## src/rtl/library_pkg.sv

```systemverilog
// Shared constants, state encodings and address packing for the library SRAM
// arbiter and its slot table.
package library_pkg;

    localparam int N_SLOT  = 26;
    localparam int SLOT_AW = 10;
    localparam int ADDR_W  = 20;
    localparam int SLOT_W  = 5;
    localparam int LEN_W   = SLOT_AW + 1;
    localparam int COORD_W = 5;
    localparam int DATA_W  = 2 * COORD_W;

    typedef enum logic {
        ST_IDLE = 1'b0,
        ST_REC  = 1'b1
    } st_state_e;

    typedef enum logic [1:0] {
        RC_IDLE  = 2'd0,
        RC_READ  = 2'd1,
        RC_DRAIN = 2'd2
    } rc_state_e;

    function automatic logic [ADDR_W-1:0] pack_addr(input logic [SLOT_W-1:0]  slot,
                                                    input logic [SLOT_AW-1:0] idx);
        return {{(ADDR_W - SLOT_W - SLOT_AW){1'b0}}, slot, idx};
    endfunction

endpackage

```

## src/rtl/library_slot_table.sv

```systemverilog
// Per-slot validity and length bookkeeping plus the allocation write pointer.
// Port "wp" always looks at the allocation slot; port "rd" looks at any slot.
module library_slot_table
    import library_pkg::*;
(
    input  logic              clk_i,
    input  logic              rst_ni,
    input  logic              alloc_i,
    input  logic              close_i,
    input  logic              inc_i,
    output logic [SLOT_W-1:0] wp_o,
    output logic              wp_valid_o,
    output logic [LEN_W-1:0]  wp_len_o,
    input  logic [SLOT_W-1:0] rd_slot_i,
    output logic              rd_valid_o,
    output logic [LEN_W-1:0]  rd_len_o
);

    logic [SLOT_W-1:0] wp_q;
    logic [SLOT_W-1:0] wp_d;
    logic [N_SLOT-1:0] valid_all;
    logic [LEN_W-1:0]  len_all [N_SLOT];
    logic              rd_in_range;

    genvar gi;
    generate
        for (gi = 0; gi < N_SLOT; gi++) begin : g_slot
            logic             sel;
            logic             valid_q;
            logic [LEN_W-1:0] len_q;

            assign sel = (wp_q == SLOT_W'(gi));

            always_ff @(posedge clk_i or negedge rst_ni) begin
                if (!rst_ni) begin
                    valid_q <= 1'b0;
                    len_q   <= '0;
                end else if (sel) begin
                    if (alloc_i) begin
                        valid_q <= 1'b0;
                        len_q   <= '0;
                    end else begin
                        if (inc_i)   len_q   <= len_q + LEN_W'(1);
                        if (close_i) valid_q <= 1'b1;
                    end
                end
            end

            assign valid_all[gi] = valid_q;
            assign len_all[gi]   = len_q;
        end
    endgenerate

    // The pointer only moves when a recording closes, so it names the slot in use.
    always_comb begin
        wp_d = wp_q;
        if (close_i) begin
            wp_d = (wp_q == SLOT_W'(N_SLOT - 1)) ? '0 : wp_q + SLOT_W'(1);
        end
    end

    always_ff @(posedge clk_i or negedge rst_ni) begin
        if (!rst_ni) wp_q <= '0;
        else         wp_q <= wp_d;
    end

    assign wp_o        = wp_q;
    assign wp_valid_o  = valid_all[wp_q];
    assign wp_len_o    = len_all[wp_q];
    assign rd_in_range = (rd_slot_i < SLOT_W'(N_SLOT));
    assign rd_valid_o  = rd_in_range && valid_all[rd_slot_i];
    assign rd_len_o    = rd_in_range ? len_all[rd_slot_i] : '0;

endmodule

```

## src/rtl/library_slot_arbiter.sv

```systemverilog
// Shares the single-port library SRAM between the store stream (strict
// priority) and slot replay, which fills the cycles the store leaves idle.
module library_slot_arbiter
    import library_pkg::*;
(
    input  logic              i_clk,
    input  logic              i_rst_n,
    input  logic              i_st_start,
    input  logic              i_st_valid,
    input  logic [4:0]        i_st_x,
    input  logic [4:0]        i_st_y,
    input  logic              i_st_end,
    output logic [4:0]        o_st_slot,
    output logic              o_st_ovw,
    input  logic              i_rc_req,
    input  logic [4:0]        i_rc_slot,
    output logic              o_rc_busy,
    output logic              o_rc_valid,
    output logic [4:0]        o_rc_x,
    output logic [4:0]        o_rc_y,
    output logic              o_rc_done,
    output logic              o_rc_err,
    output logic              o_mem_cen,
    output logic              o_mem_wen,
    output logic [ADDR_W-1:0] o_mem_addr,
    output logic [9:0]        o_mem_wdata,
    input  logic [9:0]        i_mem_rdata
);

    st_state_e          st_state_q, st_state_d;
    logic [SLOT_W-1:0]  st_slot_q, st_slot_d;
    logic               ovw_q, ovw_d;
    rc_state_e          rc_state_q, rc_state_d;
    logic [SLOT_W-1:0]  rc_slot_q, rc_slot_d;
    logic [SLOT_AW-1:0] rd_idx_q, rd_idx_d;
    logic               rd_pend_q, rd_pend_d;
    logic               err_q, err_d;

    logic [SLOT_W-1:0]  wp;
    logic               wp_valid;
    logic [LEN_W-1:0]   wp_len;
    logic [SLOT_W-1:0]  tbl_rd_slot;
    logic               rd_valid;
    logic [LEN_W-1:0]   rd_len;

    logic st_alloc, st_wr, st_close;
    logic rc_abort, rc_reject, rec_hit, rd_last;
    logic rc_rd, rc_done;

    library_slot_table u_table (
        .clk_i      (i_clk),
        .rst_ni     (i_rst_n),
        .alloc_i    (st_alloc),
        .close_i    (st_close),
        .inc_i      (st_wr),
        .wp_o       (wp),
        .wp_valid_o (wp_valid),
        .wp_len_o   (wp_len),
        .rd_slot_i  (tbl_rd_slot),
        .rd_valid_o (rd_valid),
        .rd_len_o   (rd_len)
    );

    // While recording, wp is the slot being written; a full slot drops input.
    assign st_alloc = (st_state_q == ST_IDLE) && i_st_start;
    assign st_wr    = (st_state_q == ST_REC) && i_st_valid && !wp_len[SLOT_AW];
    assign st_close = (st_state_q == ST_REC) &&
                      (i_st_end || (st_wr && wp_len == LEN_W'((1 << SLOT_AW) - 1)));

    always_comb begin
        st_state_d = st_state_q;
        st_slot_d  = st_slot_q;
        ovw_d      = ovw_q;
        if (st_alloc) begin
            st_state_d = ST_REC;
            st_slot_d  = wp;
            ovw_d      = wp_valid;
        end else if (st_close) begin
            st_state_d = ST_IDLE;
        end
    end

    assign tbl_rd_slot = (rc_state_q == RC_IDLE) ? i_rc_slot : rc_slot_q;
    assign rec_hit     = ((st_state_q == ST_REC) || st_alloc) && (i_rc_slot == wp);
    assign rc_reject   = (i_rc_slot >= SLOT_W'(N_SLOT)) || !rd_valid || rec_hit;
    assign rc_abort    = st_alloc && (rc_state_q != RC_IDLE) && (wp == rc_slot_q);
    assign rd_last     = ({1'b0, rd_idx_q} == rd_len - LEN_W'(1));

    always_comb begin
        rc_state_d = rc_state_q;
        rc_slot_d  = rc_slot_q;
        rd_idx_d   = rd_idx_q;
        rd_pend_d  = 1'b0;
        err_d      = 1'b0;
        rc_rd      = 1'b0;
        rc_done    = 1'b0;
        case (rc_state_q)
            RC_IDLE: begin
                if (i_rc_req) begin
                    if (rc_reject) begin
                        err_d = 1'b1;
                    end else begin
                        rc_slot_d  = i_rc_slot;
                        rd_idx_d   = '0;
                        rc_state_d = (rd_len == '0) ? RC_DRAIN : RC_READ;
                    end
                end
            end
            RC_READ: begin
                if (!st_wr) begin
                    rc_rd     = 1'b1;
                    rd_pend_d = 1'b1;
                    rd_idx_d  = rd_idx_q + SLOT_AW'(1);
                    if (rd_last) rc_state_d = RC_DRAIN;
                end
            end
            RC_DRAIN: begin
                rc_done    = 1'b1;
                rc_state_d = RC_IDLE;
            end
            default: rc_state_d = RC_IDLE;
        endcase
        // Re-recording the replayed slot kills the replay and any pending read.
        if (rc_abort) begin
            rc_state_d = RC_IDLE;
            rc_rd      = 1'b0;
            rd_pend_d  = 1'b0;
            rc_done    = 1'b1;
        end
    end

    always_ff @(posedge i_clk or negedge i_rst_n) begin
        if (!i_rst_n) begin
            st_state_q <= ST_IDLE;
            st_slot_q  <= '0;
            ovw_q      <= 1'b0;
            rc_state_q <= RC_IDLE;
            rc_slot_q  <= '0;
            rd_idx_q   <= '0;
            rd_pend_q  <= 1'b0;
            err_q      <= 1'b0;
        end else begin
            st_state_q <= st_state_d;
            st_slot_q  <= st_slot_d;
            ovw_q      <= ovw_d;
            rc_state_q <= rc_state_d;
            rc_slot_q  <= rc_slot_d;
            rd_idx_q   <= rd_idx_d;
            rd_pend_q  <= rd_pend_d;
            err_q      <= err_d;
        end
    end

    always_comb begin
        o_mem_cen   = st_wr | rc_rd;
        o_mem_wen   = st_wr;
        o_mem_addr  = '0;
        o_mem_wdata = '0;
        if (st_wr) begin
            o_mem_addr  = pack_addr(wp, wp_len[SLOT_AW-1:0]);
            o_mem_wdata = {i_st_x, i_st_y};
        end else if (rc_rd) begin
            o_mem_addr = pack_addr(rc_slot_q, rd_idx_q);
        end
    end

    assign o_st_slot        = st_slot_q;
    assign o_st_ovw         = (st_state_q == ST_REC) && ovw_q;
    assign o_rc_busy        = (rc_state_q != RC_IDLE);
    assign o_rc_valid       = rd_pend_q && !rc_abort;
    assign {o_rc_x, o_rc_y} = o_rc_valid ? i_mem_rdata : '0;
    assign o_rc_done        = rc_done;
    assign o_rc_err         = err_q;

endmodule

```

## config.mk

```make
export PLATFORM = sky130hd
export DESIGN_NAME = library_slot_arbiter
export DESIGN_NICKNAME = d
export VERILOG_FILES = /design/src/rtl/library_pkg.sv /design/src/rtl/library_slot_table.sv /design/src/rtl/library_slot_arbiter.sv
export SDC_FILE = /design/constraint.sdc
export NUM_CORES = 1
export LEC_CHECK = 0
export CAP_MARGIN = 20
export CORE_MARGIN = 4
export CORE_UTILIZATION = 25
export CTS_BUF_LIST = sky130_fd_sc_hd__clkbuf_8
export CTS_CLUSTER_DIAMETER = 60
export DETAILED_ROUTE_END_ITERATION = 16
export PLACE_DENSITY_LB_ADDON = 0.2
export RECOVER_POWER = 100
export SLEW_MARGIN = 20
export SYNTH_ARGS = -nofsm -noshare
export SYNTH_HDL_FRONTEND = slang
export SYNTH_SLANG_ARGS = --single-unit
export TNS_END_PERCENT = 30
```

## constraint.sdc

```tcl
create_clock -name i_clk -period 9.3 [get_ports i_clk]
set_input_delay 1.86 -clock i_clk [delete_from_list [all_inputs] [get_ports i_clk]]
set_output_delay 1.86 -clock i_clk [all_outputs]
set_load 0.05 [all_outputs]
```

==> key figures, run 1 <==
Run status
  – Status: finished, violations left
  – Failing checks: capacitance limit, slew limit

Power and ir drop
  – Switch share: 0.470
  – Power per cell area: 286 nW/um^2
  – Logic pwr share: 0.483
  – Overall power: 7.76 mW
  – VDD IR max: 157 uV
  – Internal Power: 4.11 mW
  – Switch Pwr: 3.65 mW
  – Share of power burned in registers: 0.282
  – Clock power share: 0.236
  – P_leak: 11.0 nW

Route
  – Post-Route WL: 100000 um
  – Wire length per cell: 25.5 um
  – Vias per inst: 5.58
  – Total number of vias: 21978
  – # DRC: 0
  – Post-route antenna net violation count: 0
  – Pre-Repair DR Iteration Count: 6
  – 1st-iter DRT viols: 2268

Clock tree
  – Gates resized, CTS repair: 0
  – Htree depth: 3
  – Post-CTS Setup Bufs: 0
  – Quantity of hold-fixing buffers added after cts: 0
  – Clock root buffer: clkbuf_8
  – Num CTS Buffers: 74
  – Clk_lat worst skew: 0.68 ns
  – CTS Buffer Depth: 3
  – Clk pin slew, worst setup/hold paths: 0.06 ns
  – CTS tree: yes
  – Clock sinks: 343

Setup path
  – Arrival time worst endpoint: 5.99 ns
  – Largest fanout on the critical path: 21
  – Crit Path Class: flop to output pin
  – FF-to-FF End: u_table.g_slot[2].len_q[10]
  – CP endpoint kind: output pin
  – Startpoint types: flop
  – R2r worst-path depth: 12
  – Flop-to-flop setup slack: 2.06 ns
  – CP Data Required Time: 7.44 ns
  – RR Startpoint: u_table.wp_o[1]

Timing
  – Minimum clock period: 7.85 ns
  – Fin. max-slew vios: 227
  – Setup violators final: 0
  – Fin crit share: 0.844
  – Hold Slack: 0.482 ns
  – Fin worst setup slack: 1.45 ns
  – Unrepaired setup endpoints after global routing: false
  – Max-slew headroom: -1.21
  – Slew at the pin closest to its max-slew limit: 3.32 ns
  – Clock skew: 0.0490 ns
  – TNS Setup: 0 ns
  – Hold Violations, Final: 0
  – F_max: 0.127 GHz

Die
  – Initial core utilization: 0.251
  – Core box area: 94900 sq um
  – Cell Rows: 113
  – Die ar.: 100000 sq um
  – Chip Height: 317 um
  – IO Pins: 83
  – Die X: 317 um

Run
  – Max-cap violation count: 7

Placed design
  – DP Wirelength: 73400 um
  – Post-DP Area: 25900 sq um
  – Final GP Congestion: 0.944
  – Dpl cells: 3804
  – # port buffers: 77
  – Dpl ws: 2.40 ns

Finish
  – P&R area growth vs syn: 14.0%
  – Fill cells: 9941
  – Multi-input logic area: 14100 sq um
  – Share of cells above drive strength 1: 0.119
  – Final Core Density: 0.286
  – Final std cells w/o fill: 3938
  – Final Instance Area: 27200 sq um
  – Register Area: 8590 sq um
  – Final #Nets: 2680

Worst hold path
  – WHS Path Cells: 2
  – WHS Endpoint: o_st_slot[2]
  – Hold/Removal Path Class: flop to flop
  – Hold Startpoint: o_st_slot[2]

Yosys
  – Synth unique cells: 92
  – Ys flop type: dfrtp_1
  – EDFF count, synth: 0
  – Sequential fraction of the synthesis area: 0.360
  – Syn Std Cell Area: 23800 sq um
  – Syn avg cell area: 9.32 sq um
  – Mapped Cells: 2559
  – Share of flip-flops with an asynchronous set or reset: 1.00
  – Synth Register Bits: 343
  – Synth warn: 0

Global route
  – Vias in the first global route: 21086
  – Pin count of the biggest net entering global routing: 123
  – Initial antenna violation count: 5
  – Remaining Overflow, GRT: 0
  – Tot GR Track Use: 0.196
  – First-pass GRT wire length: 146000 um
cell type report:
type                            count  area share
Tap cell                         1265      0.0583
Clock buffer                       98      0.0496
Multi-Input combinational cell   2016       0.518
Timing Repair Buffer              118      0.0389
Inverter                           62     0.00857
Sequential cell                   343       0.316
Clock inverter                     34      0.0102
Antenna cell                        2    0.000184
cell usage after synthesis (all sizes together), types with 7 or more instances:
library cell  count  area, sq um
nor2b            20          125
nor3             75          450
clkbuf           52          195
mux2i           130         1300
o32ai            17          149
ha               34          425
o21a              7         52.6
o211ai           28          215
and3             60          375
a221o             9         90.1
nor2            290         1190
dfrtp           343         8580
nand4            87          673
xor2             83          727
and4              7         63.8
a22o             26          228
xnor2            73          639
a211oi           16          130
mux2             41          465
nand2           198          753
inv              61          229
mux4             99         2230
nand2b           23          151
or3              92          576
a21oi           157          786
nand3            84          420
o21ai           252         1260
and2             21          131
buf              90          505
a31oi             7         43.8
layout by cell type (no fill, tap or decap), types with 26 or more instances in the layout:
master,count
dfrtp_1,340
nor2_1,283
o21ai_0,249
nand2_1,197
a21oi_1,157
mux2i_1,127
mux4_2,99
clkbuf_8,98
or3_1,92
nand4_1,87
nand3_1,84
xor2_1,83
inv_1,78
xnor2_1,73
nor3_1,71
and3_1,60
dlygate4sd3_1,49
mux2_2,37
ha_1,34
buf_4,31
o211ai_1,27
a22o_1,26
clkdlybuf4s50_1,26
logic make-up after synthesis:
logic type | Yosys count | share of synthesized area
AO/OA/AOI/OAI | 570 | 0.143
XOR/XNOR | 156 | 0.0573
adder cells (fa/ha/maj) | 34 | 0.0178
buffers and inverters | 204 | 0.0392
flip-flops | 343 | 0.360
multiplexers | 270 | 0.168
other | 1 | 0.000157
AND/OR/NAND/NOR | 981 | 0.215
worst max-delay path, stage by stage, from the launching register on:
cell and delay [ns]:
dfrtp_4 0.67, clkbuf_1 1.30, buf_4 0.54, mux4_2 0.60, mux4_2 0.48, o21ai_0 0.66, o21ai_0 0.21, dlygate4sd3_1 0.83
layer usage:
metal,part of all wire,global-route usage,vias up
li1,-,-,9546
met5,0.00029,0,-
met3,0.094,0.0448,182
met2,0.43,0.295,1055
met4,0.035,0.0739,4
met1,0.44,0.275,11191
power groups by stage:
stage | clock network, mW | logic [mW] | registers (mW)
finish | 1.83 | 3.75 | 2.19
CTS | 1.88 | 3.74 | 2.18
floorplan | 0 | 2.55 | 1.97
global placement | 0 | 3.70 | 2.19
detailed placement | 0 | 3.73 | 2.20
global route | 1.95 | 3.95 | 2.21
worst max path at each step:
stage                    start             end  slack [ns]  cells past startpoint
2_1_floorplan       i_st_valid   o_mem_addr[0]        3.56                      6
3_3_place_gp        i_st_start  o_mem_addr[14]        2.47                      8
3_5_place_dp        i_st_start       o_mem_cen        2.40                      7
4_1_cts        u_table.wp_o[1]       o_mem_cen        2.09                      7
5_1_grt        u_table.wp_o[0]   o_mem_addr[2]        1.17                      7
6_report       u_table.wp_o[0]   o_mem_addr[0]        1.45                      7
registers in the layout, summed over array words and instances (netlist names), 2 cells and up:
register	cells
u_table.g_slot.len_q	286
u_table.wp_o	5
rd_idx_q	10
rc_state_q	2
u_table.g_slot.valid_q	26
o_st_slot	5
rc_slot_q	5
Power figures use the tool's default switching activity.
==> run 2: changes to the inputs <==
clock period = 7.84 ns   (was 9.3 ns; I/O delays follow)
==> key figures, run 2 (synthesis gave the netlist of run 1 again) <==
Finish
  – Leading cell types in the layout, fill and taps excluded: dfrtp_1 (341), nor2_1 (285), o21ai_0 (249), nand2_1 (197), a21oi_1 (157)
  – Commonest non-fill, non-tap cell in the layout: dfrtp_1
  – Reg with most FFs: u_table.g_slot.len_q
  – Largest regs: u_table.g_slot.len_q x286, u_table.g_slot.valid_q x26, rd_idx_q x10
  – Largest register FFs: 286 (unchanged)
  – Final #Nets: 2683 (+0.11%)
  – Final Instance Area: 27000 sq um (-0.47%)
  – Fill cells: 9976 (+0.35%)
  – P&R area growth vs syn: 13.4%
  – Share of cells above drive strength 1: 0.119 (-0.000133)

Die
  – IO Pins: 83 (unchanged)
  – Initial core utilization: 0.251 (unchanged)
  – Core box area: 94900 sq um (unchanged)
  – Chip Height: 317 um (unchanged)
  – Die X: 317 um (unchanged)
  – Die ar.: 100000 sq um (unchanged)
  – Cell Rows: 113 (unchanged)

Route
  – Wire length per cell: 26.2 um (+2.6%)
  – # DRC: 0 (unchanged)
  – Post-route antenna net violation count: 0 (unchanged)
  – Post-Route WL: 103000 um (+2.7%)
  – Vias per inst: 5.58 (about the same)
  – 1st-iter DRT viols: 2511 (+11%)
  – Total number of vias: 22011 (+0.15%)
  – Pre-Repair DR Iteration Count: 6 (unchanged)

Setup path
  – Critical path endpoint: o_mem_wdata[4]
  – Crit Path Class: flop to output pin
  – RR Startpoint: u_table.wp_o[0]
  – Startpoint types: flop
  – Largest fanout on the critical path: 78 (+270%)
  – CP Data Required Time: 6.27 ns (-1.17 ns)
  – CP startpoint: u_table.wp_o[0]
  – Flop-to-flop setup slack: 1.16 ns (-0.90 ns)
  – FF-to-FF End: u_table.g_slot[5].len_q[10]
  – Arrival time worst endpoint: 5.51 ns (-0.48 ns)
  – CP endpoint kind: output pin
  – R2r worst-path depth: 13 (+1)

Global route
  – Initial antenna violation count: 2 (-3)
  – GR met2 Demand/Resource: 0.304 (+0.00875)
  – Most Crowded Layer GR: met2
  – Pin count of the biggest net entering global routing: 152 (+24%)
  – Tot GR Track Use: 0.202 (+0.00608)
  – First-pass GRT wire length: 150000 um (+2.5%)
  – Met1 Resource Use GR: 0.282 (+0.00731)
  – Routing usage on met3: 0.0452 (+0.000391)
  – Remaining Overflow, GRT: 0 (unchanged)
  – Vias in the first global route: 21350 (+1.3%)

Run status
  – Failing checks: capacitance limit, slew limit
  – Status: finished, violations left

Clock tree
  – Gates resized, CTS repair: 0 (unchanged)
  – Clock root buffer: clkbuf_8
  – Quantity of hold-fixing buffers added after cts: 0 (unchanged)
  – CTS tree: yes
  – Num CTS Buffers: 70 (-5.4%)
  – Clk_lat worst skew: 0.68 ns (about the same)
  – CTS Buffer Depth: 3 (unchanged)
  – Post-CTS Setup Bufs: 0 (unchanged)
  – Clock sinks: 343 (unchanged)
  – Htree depth: 3 (unchanged)
  – Clk pin slew, worst setup/hold paths: 0.06 ns (about the same)

Run
  – Max-cap violation count: 6 (-1)

Timing
  – Slew at the pin closest to its max-slew limit: 4.37 ns (+1.05 ns)
  – Fin. max-slew vios: 225 (-0.88%)
  – Setup violators final: 0 (unchanged)
  – Minimum clock period: 7.08 ns
  – Max-slew headroom: -1.91 (-0.698)
  – Clock skew: 0.0447 ns (-0.00424 ns)
  – F_max: 0.141 GHz
  – Fin crit share: 0.903
  – Hold Violations, Final: 0 (unchanged)
  – Unrepaired setup endpoints after global routing: false
  – TNS Setup: 0 ns (unchanged)

Power and ir drop
  – VDD IR max: 182 uV (+16%)
  – Power per cell area: 336 nW/um^2 (+18%)
  – P_leak: 11.0 nW (-0.26%)

Placed design
  – Post-DP Area: 25900 sq um (+0.23%)
  – DP Wirelength: 75400 um (+2.7%)
  – Final GP Congestion: 0.940 (-0.44%)
  – # port buffers: 77 (unchanged)

Worst hold path
  – Hold/Removal Path Class: flop to flop
## run 2: per-stage QoR
step | hold WS [ns] | total power, mW | instances | worst slack [ns] | utilization
3_5_place_dp | 0.472 | 7.13 | 3811 | 1.32 | 0.273
4_1_cts | 0.486 | 9.11 | 3939 | 0.997 | 0.288
6_report | 0.482 | 9.09 | 3942 | 0.761 | 0.285
2_1_floorplan | 0.442 | 5.37 | 2563 | 2.65 | -
5_1_grt | 0.503 | 9.47 | 3940 | 0.512 | 0.285
3_3_place_gp | 0.457 | 7.10 | 3811 | 1.38 | 0.273
## run 2: critical path: stages (launching register included)
cell and delay [ns]:
dfrtp_1 0.84, buf_12 0.50, mux4_2 0.58, o2bb2ai_1 0.20, a211o_4 0.62, inv_1 0.77
and2_1 0.23, dlygate4sd3_1 0.89
## run 2: area by class of cell
cell class / instances / area, sq um / share of cell area
Sequential cell: 343 / 8590 / 0.318
Tap cell: 1265 / 1580 / 0.0585
Antenna cell: 3 / 7.51 / 0.000278
Clock buffer: 92 / 1270 / 0.0468
Inverter: 62 / 233 / 0.00861
Timing Repair Buffer: 125 / 1100 / 0.0408
Clock inverter: 36 / 158 / 0.00583
Multi-Input combinational cell: 2016 / 14100 / 0.521
## run 2: worst min path at each step
stage                            start           end  cells after the start
final                     o_st_slot[0]  o_st_slot[0]                      2
after global routing      o_st_slot[0]  o_st_slot[0]                      2
after CTS                        ovw_q         ovw_q                      2
after detailed placement         ovw_q         ovw_q                      2
after global placement           ovw_q         ovw_q                      2
after floorplan                  ovw_q         ovw_q                      2
## run 2: power breakdown
part,internal [mW],switching (mW),leakage [nW]
Sequential,2.04,0.538,4.61
Clock,1.05,0.887,0.831
Combinational,1.59,2.98,5.52
Total,4.68,4.41,11.0
## run 2: per-layer routing
| metal | part of all wire | up-vias |
|---|---|---|
| met5 | 0 | - |
| met4 | 0.042 | 0 |
| met3 | 0.090 | 211 |
| met2 | 0.43 | 1040 |
| met1 | 0.44 | 11209 |
| li1 | - | 9551 |
